`src/rtl/vsync_if.sv`:
```
// vsync_if: line strobe, vsync, phase lengths and frame-timing status for vsync_receiver
interface vsync_if;
  logic       LineEnd;
  logic       vsync;
  logic [9:0] SynchPulse;
  logic [9:0] BackPorch;
  logic [9:0] ActiveVideo;
  logic [9:0] FrontPorch;
  logic [9:0] yposition;
  logic       VideoOn;
  logic       Locked;
  logic       FrameDone;
  logic       SyncError;
  logic       ConfigError;
  modport master (
    output LineEnd, vsync, SynchPulse, BackPorch, ActiveVideo, FrontPorch,
    input  yposition, VideoOn, Locked, FrameDone, SyncError, ConfigError
  );
  modport slave (
    input  LineEnd, vsync, SynchPulse, BackPorch, ActiveVideo, FrontPorch,
    output yposition, VideoOn, Locked, FrameDone, SyncError, ConfigError
  );
endinterface

```
`src/rtl/vsync_receiver.sv`:
```
// vsync_receiver: validates vertical frame timing line by line and tracks the active video line
module vsync_receiver #(
  parameter bit VSYNC_ACTIVE_HIGH = 1'b1
) (
  input logic    clock,
  input logic    reset,
  vsync_if.slave bus
);
  typedef enum logic [2:0] {SEARCH, SYNC, BACK, ACTIVE, FRONT} state_t;
  state_t     state, nstate;
  logic [9:0] count, ncount;
  logic       le_prev, vs_prev, vs, ev, rise, err, done, cfg;
  assign vs   = bus.vsync ^ !VSYNC_ACTIVE_HIGH;
  assign ev   = bus.LineEnd & ~le_prev;
  assign rise = vs & ~vs_prev;
  assign cfg  = ~|bus.SynchPulse | ~|bus.BackPorch | ~|bus.ActiveVideo | ~|bus.FrontPorch;
  assign bus.ConfigError = cfg;
  // Lengths are compared live, so >= keeps a shortened phase from counting past its end
  always_comb begin
    nstate = state;
    ncount = count;
    err    = 1'b0;
    done   = 1'b0;
    if (ev)
      case (state)
        SEARCH: if (rise) begin nstate = SYNC; ncount = 10'd1; end
        SYNC:
          if (count < bus.SynchPulse) begin
            if (vs) ncount = count + 10'd1;
            else err = 1'b1;
          end
          else if (vs) err = 1'b1;
          else begin nstate = BACK; ncount = 10'd1; end
        BACK:
          if (vs) err = 1'b1;
          else if (count >= bus.BackPorch) begin nstate = ACTIVE; ncount = 10'd1; end
          else ncount = count + 10'd1;
        ACTIVE:
          if (vs) err = 1'b1;
          else if (count >= bus.ActiveVideo) begin nstate = FRONT; ncount = 10'd1; end
          else ncount = count + 10'd1;
        FRONT:
          if (count < bus.FrontPorch) begin
            if (vs) err = 1'b1;
            else ncount = count + 10'd1;
          end
          else if (vs) begin nstate = SYNC; ncount = 10'd1; done = 1'b1; end
          else err = 1'b1;
        default: nstate = SEARCH;
      endcase
    // A fresh vsync edge on the failing line restarts the frame without a search
    if (err) begin
      nstate = rise ? SYNC : SEARCH;
      ncount = rise ? 10'd1 : 10'd0;
    end
    if (cfg) begin
      nstate = SEARCH;
      ncount = 10'd0;
      err    = 1'b0;
      done   = 1'b0;
    end
  end
  always_ff @(posedge clock) begin
    if (reset) begin
      state         <= SEARCH;
      count         <= 10'd0;
      le_prev       <= 1'b1;
      vs_prev       <= 1'b1;
      bus.yposition <= 10'd0;
      bus.VideoOn   <= 1'b0;
      bus.Locked    <= 1'b0;
      bus.FrameDone <= 1'b0;
      bus.SyncError <= 1'b0;
    end else begin
      state         <= nstate;
      count         <= ncount;
      le_prev       <= bus.LineEnd;
      vs_prev       <= ev ? vs : vs_prev;
      bus.yposition <= nstate == ACTIVE ? ncount - 10'd1 : 10'd0;
      bus.VideoOn   <= nstate == ACTIVE;
      bus.Locked    <= (cfg | err) ? 1'b0 : done ? 1'b1 : bus.Locked;
      bus.FrameDone <= done;
      bus.SyncError <= err;
    end
  end
endmodule

```
`src/flat_wrapper.sv`:
```
// flat-port wrapper written by rule: the top's interface ports become plain ports
module vsync_receiver_flat 
#(
  parameter bit VSYNC_ACTIVE_HIGH = 1'b1
)
  (clock, reset, bus_LineEnd, bus_vsync, bus_SynchPulse, bus_BackPorch, bus_ActiveVideo, bus_FrontPorch, bus_yposition, bus_VideoOn, bus_Locked, bus_FrameDone, bus_SyncError, bus_ConfigError);
  vsync_if bus_i ();
  input logic clock;
  input logic reset;
  input wire logic [$bits(bus_i.LineEnd)-1:0] bus_LineEnd;
  input wire logic [$bits(bus_i.vsync)-1:0] bus_vsync;
  input wire logic [$bits(bus_i.SynchPulse)-1:0] bus_SynchPulse;
  input wire logic [$bits(bus_i.BackPorch)-1:0] bus_BackPorch;
  input wire logic [$bits(bus_i.ActiveVideo)-1:0] bus_ActiveVideo;
  input wire logic [$bits(bus_i.FrontPorch)-1:0] bus_FrontPorch;
  output wire logic [$bits(bus_i.yposition)-1:0] bus_yposition;
  output wire logic [$bits(bus_i.VideoOn)-1:0] bus_VideoOn;
  output wire logic [$bits(bus_i.Locked)-1:0] bus_Locked;
  output wire logic [$bits(bus_i.FrameDone)-1:0] bus_FrameDone;
  output wire logic [$bits(bus_i.SyncError)-1:0] bus_SyncError;
  output wire logic [$bits(bus_i.ConfigError)-1:0] bus_ConfigError;
  assign bus_i.LineEnd = bus_LineEnd;
  assign bus_i.vsync = bus_vsync;
  assign bus_i.SynchPulse = bus_SynchPulse;
  assign bus_i.BackPorch = bus_BackPorch;
  assign bus_i.ActiveVideo = bus_ActiveVideo;
  assign bus_i.FrontPorch = bus_FrontPorch;
  assign bus_yposition = bus_i.yposition;
  assign bus_VideoOn = bus_i.VideoOn;
  assign bus_Locked = bus_i.Locked;
  assign bus_FrameDone = bus_i.FrameDone;
  assign bus_SyncError = bus_i.SyncError;
  assign bus_ConfigError = bus_i.ConfigError;
  vsync_receiver #(.VSYNC_ACTIVE_HIGH(VSYNC_ACTIVE_HIGH)) u_core (.clock(clock), .reset(reset), .bus(bus_i));
endmodule
```
`config.mk`:
```
export PLATFORM = sky130hd
export DESIGN_NAME = vsync_receiver_flat
export DESIGN_NICKNAME = d
export VERILOG_FILES = /design/src/rtl/vsync_if.sv /design/src/rtl/vsync_receiver.sv /design/src/flat_wrapper.sv
export SDC_FILE = /design/constraint.sdc
export NUM_CORES = 1
export LEC_CHECK = 0
export BUFFER_PORTS_ARGS = -buffer_cell sky130_fd_sc_hd__clkbuf_2
export CAP_MARGIN = 5
export CORE_AREA = 2 2 68 119
export DETAILED_ROUTE_END_ITERATION = 8
export DIE_AREA = 0 0 70 121
export PLACE_DENSITY_LB_ADDON = 0.05
export SLEW_MARGIN = 20
export SYNTH_ARGS = -nofsm -noshare
export SYNTH_HDL_FRONTEND = slang
export SYNTH_SLANG_ARGS = --single-unit
export TNS_END_PERCENT = 20
```
`constraint.sdc`:
```
create_clock -name clock -period 5.6 [get_ports clock]
set_input_delay 1.12 -clock clock [delete_from_list [all_inputs] [get_ports clock]]
set_output_delay 1.12 -clock clock [all_outputs]
set_load 0.1 [all_outputs]
```
---- After elaboration in Yosys (flattened, before gate mapping) ----
Cells that the tools add are included.
cells by class
  add/subtract/negate cells ............... 2
  reductions and logical operators ........ 12
  multipliers ............................. 0
  magnitude comparators ................... 4
  bitwise gates (word level) .............. 9
  eq/ne operators ......................... 5
  shift-type cells ........................ 0
  div/mod/pow operators ................... 0
  muxes and demuxes ....................... 41
operator list
  operator                                                              count
  10-bit 2-to-1 mux                                                     14
  10-bit one-hot mux with 5 select lines                                1
  10-bit OR reduction                                                   4
  3-bit 2-to-1 mux                                                      12
  10-bit greater-or-equal comparator                                    2
  10-bit < comparator                                                   2
  3-bit one-hot mux with 5 select lines                                 1
  1-bit 2-to-1 mux                                                      12
  10-bit by 1-bit adder with 10-bit output, second input constant       1
  10-bit by 1-bit subtractor with 10-bit output, second input constant  1
  3-bit by 2-bit == test with 1-bit output, second input constant       3
  2-bit OR reduction                                                    3
  1-bit zero test                                                       4
  1-bit OR                                                              4
  3-bit by 1-bit == test with 1-bit output, second input constant       1
  3-bit == test, second input constant                                  1
  3-bit zero test                                                       1
  1-bit inverter                                                        3
  1-bit one-hot mux with 3 select lines                                 1
  1-bit AND                                                             2
word-level totals
  bits in latches ......................... 0
  memories ................................ 0
  output and inout port bits .............. 15
  ROM bits ................................ 0
  memory bits (writable) .................. 0
  logic and storage cells ................. 82
  bits in registers ....................... 29

---- Depth between registers and ports, before layout ----
  word-level depth ........................ 10
  gate-level depth with buffers ........... 20

---- Worst setup path before layout ----
Ideal clock, no wire load.
  kind .................................... input to register
  start point ............................. input bus_FrontPorch[9]
  end point ............................... register u_core.bus.yposition[8]
  data arrival time ....................... 4.667 ns
  setup slack ............................. 0.863 ns
  cell stages on the path ................. 19
  path buffers ............................ 1
  data required time ...................... 5.530 ns
  cell sequence ........................... inv_1 ha_1 nand4_2 o41ai_4 nor2_4 inv_2 buf_2 ha_1 a22o_1 nor3_2 a211o_2 o311ai_0 a21oi_2 inv_1 ha_1 and4_1 a22o_1 a31o_2 a21oi_1
on the way
  cells in the longest elaborated chain, start to end .. 9
RTL lines
  what                                                         line                  RTL
  start: declaration                                           flat_wrapper.sv:15    input wire logic [$bits(bus_i.FrontPorch)-1:0] bus_FrontPorch;
  branches (longest 9 deep; another with 10-bit < comparator)  --
  end signal: assignment                                       vsync_receiver.sv:79  bus.yposition <= nstate == ACTIVE ? ncount - 10'd1 : 10'd0;
  end: declaration                                             vsync_if.sv:21        output yposition, VideoOn, Locked, FrameDone, SyncError, ConfigError
Parallel ways; which one is timed is not known.
A chain may end at the register's enable or synchronous reset.

---- Worst setup path after layout ----
  start point ............................. input bus_FrontPorch[8]
  end point ............................... register u_core.bus.yposition[8]
The elaborated chain is that of the path after synthesis.

==> results.tsv <==
stage	metric	value	unit
power	peakVddDrop	0.000301	V
critical_path	end_kind	register	
detailed_routing	vias_per_cell	6.48	
floorplanning	die_width	70	microns
floorplanning	num_io_pins	59	
grt	grt_start_max_net_pins	40	
timing	relSlewSlack	36.1	%
clock_network	numCtsBuffers	5	
layout	multi_input_area	2770	sq um
clock_network	clock-root-buffer	clkbuf_16	
layout	final_cell_mix	clkbuf_2, inv_1, ha_1	
critical_path	critPathRequiredTime	5.81	ns
detailed_routing	wire_per_inst	20.8	microns
clock_network	cts_htree_levels	2	
grt	grt_pass1_wl	20500	microns
synth	postSynthAreaPerCell	7.71	sq um
detailed_routing	drt-initial-drc-count	226	
synth	synth_area	3680	sq um
critical_path	cp.arrival	5.10	ns
critical_path	worst-path-max-fanout	11	
power	power_density	139	nW/um^2
synth	syn_nets	564	
clock_network	clk_pin_slew	0.05	ns
floorplanning	rows	42	
grt	track_usage	31.0	%
floorplanning	die_h	121	microns
timing	hold_viol	0	
clock_network	clock_latency	0.28	ns
synth	synthArstFlopShare	0	%
synth	synth_edf_count	0	
floorplanning	die-area	8470	sq um
detailed_routing	routed_wl	12900	microns
clock_network	cts_tree	done	
power	power_frac_seq	36.6	%
timing	finalSetupViolations	0	
hold_path	hold_path_class	register to register	
synth	synthFlopType	dfxtp_1	
power	cellLeakagePower	2.00	nW
synth	syn_inst	477	
clock_network	clock_path_buffers	2	
layout	fin_util	55.6	%
synth	yosysTopAreaCell	dfxtp_1	
grt	overflow	0	
clock_network	clock-sinks	29	
timing	setup-tns-final	0	ns
critical_path	criticalPathCategory	input port to register	
layout	drive_above_1_share	21.7	%
layout	fillers	783	
detailed_routing	drcViolationCount	0	
outcome	outcome	complete, no violations	
timing	period_needed	4.90	ns
synth	synth.distinct_cells	91	
grt	antenna_found_initial	0	
power	p_comb_share	15.0	%
layout	areaGrowthSynthToFinish	12.8	%
layout	final_cell_area	4150	sq um
grt	grt_pass1_vias	3990	
placement	dpl_cell_area	3990	sq um
layout	nets	615	
placement	hpwl	10400	microns
power	cellInternalPower	0.431	mW
layout	final_common_cell	clkbuf_2	
synth	ys_ff_latch	29	
timing	slew_viol_final	0	
critical_path	start_kind	input port	
layout	n_antenna_cell	0	
timing	tightest_slew	0.946	ns
placement	place_congestion	1.07	
detailed_routing	drtPass1Iterations	5	
power	p_sw	0.143	mW
synth	yosys_warnings	0	
synth	synth_area_leaders	dfxtp_1, ha_1, inv_1	
detailed_routing	vias	3997	
placement	port-buffer-count	58	
power	power_frac_clock	48.4	%
timing	rsz0062_at_grt	false	
clock_network	holdBufCountCts	0	
placement	post-place-ws	0.490	ns
synth	synth.top_cell.area_share	15.8	%
layout	register_area	581	sq um
detailed_routing	ant_nets	0	
timing	skew	0.00309	ns
job	max-cap-violations	0	
clock_network	post_cts_resize_count	0	
power	swShare	25.0	%
timing	worst_slack	0.704	ns
timing	fin_crit_sh	87.4	%
clock_network	cts_setup_buffers	0	
synth	ys_seq_area_share	15.8	%
floorplanning	start_util	49.3	%
timing	maxClockFrequency	204	MHz
floorplanning	coreArea	7460	sq um
routing by layer:
metal | up-vias | share of wire, % | GRT usage, %
met5 | - | 0 | 0
met2 | 179 | 53 | 58.4
li1 | 1906 | - | -
met1 | 1849 | 35 | 29.8
met4 | 0 | 7.9 | 24.0
met3 | 63 | 4.7 | 3.32
sequential cells by signal, indices dropped and copies added, names as in the netlist:
signal / count
u_core.bus.FrameDone: 1
u_core.bus.Locked: 1
u_core.bus.SyncError: 1
u_core.bus.VideoOn: 1
u_core.bus.yposition: 10
u_core.count: 10
u_core.le_prev: 1
u_core.state: 3
u_core.vs_prev: 1
path summary, 6_finish.rpt:
path	slack (ns)	to	cells past startpoint	startpoint
min	0.49	u_core.bus.Locked$_SDFFE_PP0P_	2	u_core.bus.Locked$_SDFFE_PP0P_
max reg2reg	1.15	u_core.bus.yposition[8]$_SDFF_PP0_	18	u_core.count[3]$_SDFF_PP0_
max	0.70	u_core.bus.yposition[8]$_SDFF_PP0_	19	bus_FrontPorch[8]
min reg2reg	0.49	u_core.bus.Locked$_SDFFE_PP0P_	2	u_core.bus.Locked$_SDFFE_PP0P_
metrics by stage:
stage	hold WS, ns	cells	total power, mW
6_report	0.488	617	0.575
5_1_grt	0.515	617	0.599
4_1_cts	0.498	617	0.582
3_5_place_dp	0.490	609	0.300
3_3_place_gp	0.481	609	0.298
2_1_floorplan	0.474	477	0.268
power by group through the flow:
stage	clock (mW)	combinational [mW]	sequential, mW
floorplan	0	0.0545	0.213
finish	0.278	0.0861	0.210
global placement	0	0.0837	0.214
CTS	0.286	0.0861	0.210
detailed placement	0	0.0856	0.214
global route	0.292	0.0970	0.210
critical path, stage by stage:
cell      delay, ns
clkbuf_2       0.09
inv_1          0.04
ha_1           0.30
nand4_2        0.15
o41ai_4        0.62
nor2_4         0.11
inv_2          0.20
ha_1           0.27
a22o_1         0.21
nor3_2         0.22
a211o_2        0.20
o311ai_0       0.19
a21oi_2        0.26
inv_1          0.09
ha_1           0.24
and4_1         0.16
a22o_1         0.27
a31o_2         0.26
a21oi_1        0.10
kinds of logic after synthesis:
group / after synthesis / share of synthesized area (%)
AO/OA/AOI/OAI: 151 / 31.9
XOR/XNOR: 3 / 0.715
adder cells (fa/ha/maj): 43 / 14.6
buffers and inverters: 69 / 8.88
flip-flops: 29 / 15.8
multiplexers: 2 / 0.885
AND/OR/NAND/NOR: 180 / 27.2
cell type report:
cell class | instances | area share (%)
multi-input combinational | 379 | 66.8
sequential | 29 | 14.0
timing repair buffer | 67 | 8.63
inverter | 46 | 4.16
clock buffer | 7 | 3.68
tap | 88 | 2.65
clock inverter | 1 | 0.121
synthesized netlist by cell type (3+ instances only):
library cell and instances:
nor2b_1 8, a31oi_1 6, ha_1 43, a22oi_1 4, o311ai_0 4, nand3_1 14
a31o_2 3, dfxtp_1 29, a21oi_2 4, inv_1 44, a21oi_1 29, a221oi_1 4
a311oi_1 3, nand2b_1 8, or2_2 4, and4_1 4, buf_2 5, o21a_1 9
o221ai_1 4, o21ai_0 13, a211o_1 3, a22o_1 4, buf_6 7, a32oi_1 3
nand2_1 38, and2_1 8, nor4_1 13, nor3_1 7, o211ai_1 8, nand4_1 13
a211oi_1 6, a21o_1 7, clkbuf_1 7, a2111oi_2 3, nor2_1 34
Power figures use the tool's default switching activity.
